<file path="config.mk">
export PLATFORM = sky130hd
export DESIGN_NAME = mul_acc_seq
export DESIGN_NICKNAME = d
export VERILOG_FILES = /design/src/rtl/lau_pkg.sv /design/src/rtl/MulAddUns.sv /design/src/rtl/mul_acc_seq.sv
export SDC_FILE = /design/constraint.sdc
export NUM_CORES = 1
export LEC_CHECK = 0
export BUFFER_PORTS_ARGS = -buffer_cell sky130_fd_sc_hd__buf_2
export CAP_MARGIN = 30
export CELL_PAD_IN_SITES_DETAIL_PLACEMENT = 0
export CELL_PAD_IN_SITES_GLOBAL_PLACEMENT = 1
export CORE_ASPECT_RATIO = 0.75
export CORE_MARGIN = 5
export CORE_UTILIZATION = 42
export CTS_CLUSTER_SIZE = 25
export DETAILED_ROUTE_END_ITERATION = 6
export PLACE_DENSITY = 0.9
export SETUP_SLACK_MARGIN = 0.4
export SYNTH_ARGS = -nofsm -noshare
export SYNTH_HDL_FRONTEND = slang
export SYNTH_HIERARCHICAL = 1
export SYNTH_SLANG_ARGS = --single-unit
</file>
<file path="constraint.sdc">
create_clock -name clk_i -period 5.05 [get_ports clk_i]
set_clock_uncertainty 0.05 [all_clocks]
set_input_delay 1.2625 -clock clk_i [delete_from_list [all_inputs] [get_ports clk_i]]
set_output_delay 1.2625 -clock clk_i [all_outputs]
set_load 0.02 [all_outputs]
</file>
<file path="src/rtl/lau_pkg.sv">
// lau_pkg: shared types for the LAU datapath.
//   speed_e      - implementation choice for arithmetic blocks (FAST: direct
//                  multiplier, SLOW: unrolled shift-add array).
//   macc_state_e - control state of the sequential multiply-accumulate front end.
package lau_pkg;

    typedef enum logic {
        FAST,
        SLOW
    } speed_e;

    typedef enum logic [1:0] {
        IDLE,  // current sequence empty, accumulator is zero
        ACC,   // partial sum held in accumulator
        DONE   // result registered, out_valid_o asserted
    } macc_state_e;

endpackage

</file>
<file path="src/rtl/MulAddUns.sv">
// MulAddUns: unsigned combinational multiply-add, P_o = X_i * Y_i + A_i mod 2^widthA.
//   X_i  widthX  multiplier
//   Y_i  widthY  multiplicand
//   A_i  widthA  augend
//   P_o  widthA  result, wraps modulo 2^widthA
// The product alone always fits in widthA bits; only the final add can wrap.
module MulAddUns
    import lau_pkg::*;
#(
    parameter int unsigned widthX = 8,
    parameter int unsigned widthY = 8,
    parameter int unsigned widthA = 20,
    parameter speed_e      speed  = FAST
) (
    input  logic [widthX-1:0] X_i,
    input  logic [widthY-1:0] Y_i,
    input  logic [widthA-1:0] A_i,
    output logic [widthA-1:0] P_o
);

    logic [widthA-1:0] prod;

    if (speed == FAST) begin : g_fast
        assign prod = widthA'(X_i) * widthA'(Y_i);
    end else begin : g_slow
        // Shift-add array, one partial product per multiplier bit.
        always_comb begin
            prod = '0;
            for (int i = 0; i < int'(widthX); i++) begin
                if (X_i[i]) begin
                    prod = prod + (widthA'(Y_i) << i);
                end
            end
        end
    end

    assign P_o = prod + A_i;

endmodule

</file>
<file path="src/rtl/mul_acc_seq.sv">
// mul_acc_seq: sequential multiply-accumulate front end for MulAddUns.
// Consumes (X, Y) beats grouped by last_i, accumulates X*Y, and on the last
// beat registers the dot product, beat count and wrap flag behind an output
// valid/ready handshake.
//   clk_i, rst_ni          clock, asynchronous active-low reset
//   in_valid_i/in_ready_o  operand beat handshake
//   X_i, Y_i, last_i       operands and end-of-sequence flag
//   out_valid_o/out_ready_i result handshake
//   P_o                    accumulated sum mod 2^widthA
//   count_o                beats in sequence, saturating
//   ovf_o                  at least one accumulator wrap occurred in sequence
module mul_acc_seq
    import lau_pkg::*;
#(
    parameter int unsigned widthX   = 8,
    parameter int unsigned widthY   = 8,
    parameter int unsigned widthA   = 20,
    parameter int unsigned widthCnt = 16,
    parameter speed_e      speed    = FAST
) (
    input  logic                clk_i,
    input  logic                rst_ni,
    input  logic                in_valid_i,
    output logic                in_ready_o,
    input  logic [widthX-1:0]   X_i,
    input  logic [widthY-1:0]   Y_i,
    input  logic                last_i,
    output logic                out_valid_o,
    input  logic                out_ready_i,
    output logic [widthA-1:0]   P_o,
    output logic [widthCnt-1:0] count_o,
    output logic                ovf_o
);

    if (widthX > widthY) begin : g_chk_xy
        $error("mul_acc_seq: widthX must not exceed widthY");
    end
    if (widthA < widthX + widthY) begin : g_chk_a
        $error("mul_acc_seq: widthA must hold the full product");
    end
    if (widthCnt < 1) begin : g_chk_cnt
        $error("mul_acc_seq: widthCnt must be at least 1");
    end

    macc_state_e         state_q, state_d;
    logic [widthA-1:0]   acc_q, acc_d;
    logic [widthCnt-1:0] cnt_q, cnt_d;
    logic                ovf_acc_q, ovf_acc_d;
    logic [widthA-1:0]   p_q, p_d;
    logic [widthCnt-1:0] count_q, count_d;
    logic                ovf_q, ovf_d;

    logic [widthA-1:0]   sum;
    logic [widthCnt-1:0] cnt_inc;
    logic                wrap;
    logic                in_fire;
    logic                out_valid;

    MulAddUns #(
        .widthX (widthX),
        .widthY (widthY),
        .widthA (widthA),
        .speed  (speed)
    ) u_mul_add (
        .X_i (X_i),
        .Y_i (Y_i),
        .A_i (acc_q),
        .P_o (sum)
    );

    // Product fits in widthA bits, so the add wrapped iff the sum fell below acc.
    assign wrap    = (sum < acc_q);
    assign cnt_inc = (cnt_q == '1) ? cnt_q : cnt_q + widthCnt'(1);

    assign out_valid = (state_q == DONE);
    // A pending result blocks new beats unless it is popped in the same cycle.
    assign in_ready_o = !out_valid || out_ready_i;
    assign in_fire    = in_valid_i && in_ready_o;

    always_comb begin
        state_d   = state_q;
        acc_d     = acc_q;
        cnt_d     = cnt_q;
        ovf_acc_d = ovf_acc_q;
        p_d       = p_q;
        count_d   = count_q;
        ovf_d     = ovf_q;

        if (in_fire) begin
            if (last_i) begin
                p_d       = sum;
                count_d   = cnt_inc;
                ovf_d     = ovf_acc_q | wrap;
                acc_d     = '0;
                cnt_d     = '0;
                ovf_acc_d = 1'b0;
                state_d   = DONE;
            end else begin
                acc_d     = sum;
                cnt_d     = cnt_inc;
                ovf_acc_d = ovf_acc_q | wrap;
                state_d   = ACC;
            end
        end else if (out_valid && out_ready_i) begin
            // Pop with no beat: accumulator was already cleared on the last beat.
            state_d = IDLE;
        end
    end

    always_ff @(posedge clk_i or negedge rst_ni) begin
        if (!rst_ni) begin
            state_q   <= IDLE;
            acc_q     <= '0;
            cnt_q     <= '0;
            ovf_acc_q <= 1'b0;
            p_q       <= '0;
            count_q   <= '0;
            ovf_q     <= 1'b0;
        end else begin
            state_q   <= state_d;
            acc_q     <= acc_d;
            cnt_q     <= cnt_d;
            ovf_acc_q <= ovf_acc_d;
            p_q       <= p_d;
            count_q   <= count_d;
            ovf_q     <= ovf_d;
        end
    end

    assign out_valid_o = out_valid;
    assign P_o         = p_q;
    assign count_o     = count_q;
    assign ovf_o       = ovf_q;

endmodule

</file>
==> results.yml, run 1 <==
outcome:
  status: "finished, violations left"
  failed_checks: "negative setup slack"
critical_path:
  crit_end: "ovf_o"
  cp_max_fo: 6
  start_kind: "input port"
  crit_type: "input port to flip-flop"
  arrival_ps: 6170
  critPathRequiredTime_ps: 5210
  critPathLaunch: "Y_i[2]"
  end_kind: "flip-flop"
  rrSetupSlack_ps: -350
  rr_endpoint: "ovf_o"
  reg2regPathDepth: 21
  reg2reg_from: "acc_q[7]"
floorplan:
  die_height_um: 119
  core_area_um2: 15800
  die_x_um: 156
  die-area_um2: 18600
  initial_core_util_pct: 42.3
  io_pins: 60
  num_rows: 40
synthesis:
  yosys.area.top_type: "dfrtp_1"
  synth_area_per_cell_um2: 8.49
  async_flop_share_pct: 100
  netlist_top_cells_area: "dfrtp_1 28%, fa_1 15%, ha_1 11%"
  synth_edf_count: 0
  synth_fp_nets: 921
  syn_inst: 789
  seq_area_frac_synth_pct: 28.4
  synth_seq_cells: 76
  synthFlopType: "dfrtp_1"
  syn_area_um2: 6700
  synth.distinct_cells: 63
  synth_top_area_share_pct: 28.4
  yosys_warnings: 6
cells_and_area:
  nFillCells: 1425
  multi_input_area_um2: 4600
  final_nets: 1046
  syn_to_final_growth_pct: 30.0
  diodes: 0
  register_area_um2: 1900
  final_cells: 1129
  drive_gt1_share_pct: 28.2
routing:
  drtIter0Drc: 344
  num_vias: 5698
  drc_errors: 0
  drt-pass1-iter-count: 5
  drt-total-wl_um: 16500
  vias_per_cell: 5.05
  ant_nets: 0
  routedWlPerCell_um: 14.6
power_and_ir_drop:
  ir_drop_uv: 526
  p_per_area_nw_per_um2: 796
  p_leak_nw: 4.31
  finalPower_mw: 6.92
global_routing:
  grt_pass1_vias: 5685
  grt_first_pass_wirelength_um: 27300
  gr-total-overflow: 0
  grt_max_degree: 68
  antenna_found_initial: 0
  grt_usage_pct: 17.8
sta:
  timing.slew.headroom_pct: 37.0
  final.min_clock_period_ps: 6020
  finalHoldViolCount: 0
  setup_viol: 20
  clock.fmax_mhz: 166
  rsz0062_at_grt: "true"
  whs_ps: 417
  drv_slew: 0
  worst_slew_pin_slew_ps: 944
  fin_ws_ps: -965
  fin_crit_sh_pct: 119
place:
  dp_hpwl_um: 12100
  io_buffers: 59
  dp_slack_ps: -1340
  routabilityCongestion: 0.822
  dp.cells: 1092
clock_network:
  clock-root-buffer: "clkbuf_16"
  cts_buffer_depth: 2
  h-tree-depth: 3
  path_clk_slew_ps: 70
  cts_buffers: 9
  clkSinkCount: 76
  cts_tree: "yes"
  worstSkewPairLatency_ps: 340
job:
  maxCapViolCount: 0
hold_path:
  hold_path_class: "flip-flop to flip-flop"
## synthesized netlist by cell type (3+ instances only)
cell type	instances
ha_1	61
nor2b_1	5
a21oi_1	27
nand3_1	10
nand4_1	10
xnor2_1	14
xor2_1	9
nor3_1	6
inv_1	120
nor4_1	3
o21ai_2	3
buf_2	7
nand2b_1	5
fa_1	50
and2_1	33
nor2_1	34
clkbuf_1	13
o21ai_0	50
dfrtp_1	76
o211ai_1	3
buf_4	5
and3_1	4
mux2i_1	10
a31oi_1	5
nand2_1	178
## worst max-delay path, stage by stage
cell and delay (ps):
buf_6 100, nand2_2 60, fa_1 510, fa_1 510, inv_2 40, fa_1 530
inv_1 50, fa_1 490, inv_2 40, ha_4 220, a21o_1 200, a31o_1 240
o211ai_2 230, a311oi_1 130, or3_1 370, xor2_2 170, ha_1 290, nand4_1 140
nor3_2 210, nand3b_1 140, nand4_1 150, o22ai_1 90
## flip-flops by register name, summed over array words and instances, names as in the netlist
name / count
state_q: 2
ovf_acc_q: 1
acc_q: 20
ovf_o: 1
P_o: 20
count_o: 16
cnt_q: 16
## per-stage QoR
stage | TNS (ps) | util [%] | cell area [um2]
6_report | -4230 | 55.0 | 8700
5_1_grt | -7230 | 55.0 | 8700
4_1_cts | -2830 | 53.1 | 8400
3_5_place_dp | -12520 | 48.7 | 7700
3_3_place_gp | -11230 | 48.6 | 7680
2_1_floorplan | -2500 | - | 6820
## area by class of cell
| cell class | instances | share of cell area (%) |
|---|---|---|
| repair buffers | 144 | 13.5 |
| well taps | 210 | 3.02 |
| flip-flops and latches | 76 | 21.9 |
| multi-input cells | 563 | 52.9 |
| clock buffers | 9 | 2.59 |
| clock inverters | 7 | 0.949 |
| inverters | 120 | 5.18 |
## report_power, final
group          internal (mW)  total (mW)  switching [mW]
clock                  0.391       0.667           0.277
sequential             0.781       0.933           0.151
combinational           2.69        5.32            2.64
## layout by cell type, fill, tap and decap left out, types with 27 or more instances in the layout
cell | synthesis | final
buf_4 | 5 | 68
inv_1 | 120 | 110
fa_1 | 50 | 44
buf_2 | 7 | 42
dfrtp_1 | 76 | 76
o21ai_0 | 50 | 30
ha_1 | 61 | 49
nor2_1 | 34 | 30
and2_1 | 33 | 27
nand2_1 | 178 | 153
## metal layers
metal	wire length, um	vias to the layer above	GRT usage [%]
met5	0	-	0
met4	165	0	3.01
met3	912	18	4.03
met2	7390	137	26.7
met1	8030	2756	26.6
li1	-	2787	-
## cell families after synthesis
kind of cell    synth area share (%)
mux                             1.49
flops                           28.4
simple gates                    21.2
compound gates                  10.4
buf+inv                         9.14
fa+ha+maj                       26.3
xor+xnor                        3.01
## repair_timing
item	CTS	global route
endpoints found under the setup margin	27	28
endpoints found under the hold margin	0	0
buffers inserted	9	12
resized for setup	97	56
hold buffers	0	0
pin swaps	59	37
## worst min path at each step
stage | start | endpoint | cells after the start
finish | P_o[4] | P_o[4] | 2
global route | P_o[14] | P_o[14] | 2
CTS | P_o[4] | P_o[4] | 2
detailed placement | P_o[14] | P_o[14] | 2
global placement | count_o[12] | count_o[12] | 2
floorplan | ovf_acc_q | ovf_acc_q | 2
(Power assumes the default switching activity.)
==> inputs of run 2 (changes only) <==
CELL_PAD_IN_SITES_DETAIL_PLACEMENT = not set   (was 0)
CELL_PAD_IN_SITES_GLOBAL_PLACEMENT = not set   (was 1)
CORE_UTILIZATION = 55   (was 42)
==> run 2 against run 1 <==
Against the previous run: the run still ends with negative setup slack left; critical path depth stayed put; clock-buffer cell count rose by 1; sequential cell count stayed put; die area fell by 22%; register-to-register slack worse by 420 ps; setup slack worse by 650 ps; via count increased by 14%; wire length increased by 34%; final area is 0.78% higher.
==> results.yml, run 2 (synthesized netlist as in run 1, its figures left out) <==
outcome:
  status: "finished, violations left"
  failed_checks: "negative setup slack"
floorplan:
  die_x_um: 137
  core_area_um2: 11700
  die-area_um2: 14500
  io_pins: 60
  die_height_um: 106
  num_rows: 34
  initial_core_util_pct: 57.0
global_routing:
  antenna_found_initial: 0
  grt_max_degree: 77
  grt_pass1_vias: 6442
  grt_first_pass_wirelength_um: 32200
  grt_usage_pct: 28.1
  gr-total-overflow: 0
sta:
  final.min_clock_period_ps: 6660
  fin_crit_sh_pct: 132
  worst_slew_pin_slew_ps: 1010
  rsz0062_at_grt: "true"
  fin_ws_ps: -1610
  drv_slew: 0
  clock.fmax_mhz: 150
  timing.slew.headroom_pct: 32.6
  finalHoldViolCount: 0
  setup_viol: 24
routing:
  drt-pass1-iter-count: 6
  drt-met1-wl_um: 8350
  drtIter0Drc: 824
  ant_nets: 0
  drc_errors: 0
  vias_per_cell: 5.95
  routedWlPerCell_um: 20.2
  num_vias: 6499
  wl_met3_um: 2140
  highest_layer: "met4"
  drt-total-wl_um: 22100
  wl_met2_um: 10200
critical_path:
  end_kind: "flip-flop"
  cp_max_fo: 7
  arrival_ps: 6850
  critPathRequiredTime_ps: 5240
  start_kind: "input port"
  crit_type: "input port to flip-flop"
clock_network:
  clock-root-buffer: "clkbuf_16"
  cts_buffer_depth: 2
  h-tree-depth: 3
  cts_buffers: 9
  worstSkewPairLatency_ps: 340
  clkSinkCount: 76
  path_clk_slew_ps: 70
  cts_hold_buf: 0
  cts_tree: "yes"
cells_and_area:
  final_common_cell: "nand2_1"
  nFillCells: 739
  final_cell_mix: "152 x nand2_1, 105 x inv_1, 77 x buf_4"
  diodes: 0
  drive_gt1_share_pct: 29.3
  final_nets: 1058
  syn_to_final_growth_pct: 31.0
place:
  dp_hpwl_um: 12800
  io_buffers: 59
  routabilityCongestion: 0.921
  dp_slack_ps: -1460
job:
  maxCapViolCount: 0
hold_path:
  hold_path_class: "flip-flop to flip-flop"
==> run 2: cell types whose count changed in the layout (fill, tap and decap cells not counted), sizes merged <==
cell / previous run / this run
buf: 144 / 156
clkbuf: 9 / 10
clkinv: 1 / 3
clkinvlp: 2 / 0
inv: 123 / 122
==> run 2: layout make-up <==
class	count	area (um2)	area share [%]
Multi-Input combinational cell	563	4630	52.8
Sequential cell	76	1900	21.7
Inverter	120	450	5.14
Clock buffer	10	239	2.73
Timing Repair Buffer	156	1280	14.6
Clock inverter	6	70.1	0.799
Tap cell	162	203	2.31
==> run 2: worst max-delay path, cell delays in order <==
cell,delay (ps)
buf_6,110
nand2_2,70
fa_1,510
fa_1,550
inv_1,70
fa_1,550
inv_1,100
fa_1,550
inv_2,60
ha_4,290
a21oi_2,90
o21ai_0,350
nand2_1,250
a311oi_2,360
or3_4,190
xor2_2,170
ha_1,270
nand4_1,180
nor2_1,80
a22oi_1,240
nand4_1,240
o31ai_2,310
==> run 2: per-layer routing <==
layer | global-route usage, % | vias to the layer above
li1 | - | 2815
met2 | 44.3 | 468
met3 | 6.05 | 152
met4 | 13.4 | 0
met5 | 0 | -
met1 | 37.0 | 3064
==> run 2: worst paths after layout <==
kind,start,to,slack (ps),cells past startpoint
setup / recovery,Y_i[4],ovf_acc_q,-1610,22
hold / removal,P_o[0],P_o[0],420,2
setup reg to reg,acc_q[7],ovf_acc_q,-770,22
hold reg to reg,P_o[0],P_o[0],420,2
max in group asynchronous,rst_ni,acc_q[11],3730,2
min in group asynchronous,rst_ni,acc_q[0],660,1
==> run 2: what timing repair did <==
item	CTS	global route
setup buffers	15	14
pin swaps	63	35
resized for setup	92	65
endpoints found under the setup margin	28	30
==> run 2: through the flow <==
step / utilization, % / hold slack, ps / TNS, ps / cells / instance area [um2]
6_report: 74.7 / 419 / -12270 / 1093 / 8770
5_1_grt: 74.7 / 434 / -13760 / 1093 / 8770
4_1_cts: 71.5 / 425 / -2910 / 1078 / 8400
3_5_place_dp: 65.1 / 407 / -14000 / 1047 / 7640
3_3_place_gp: 65.1 / 400 / -10760 / 1047 / 7640
2_1_floorplan: - / 399 / -2500 / 789 / 6820
Power of run 2 is not shown: default switching activity piles up to over one toggle a cycle in this logic, so the estimate is an artifact.
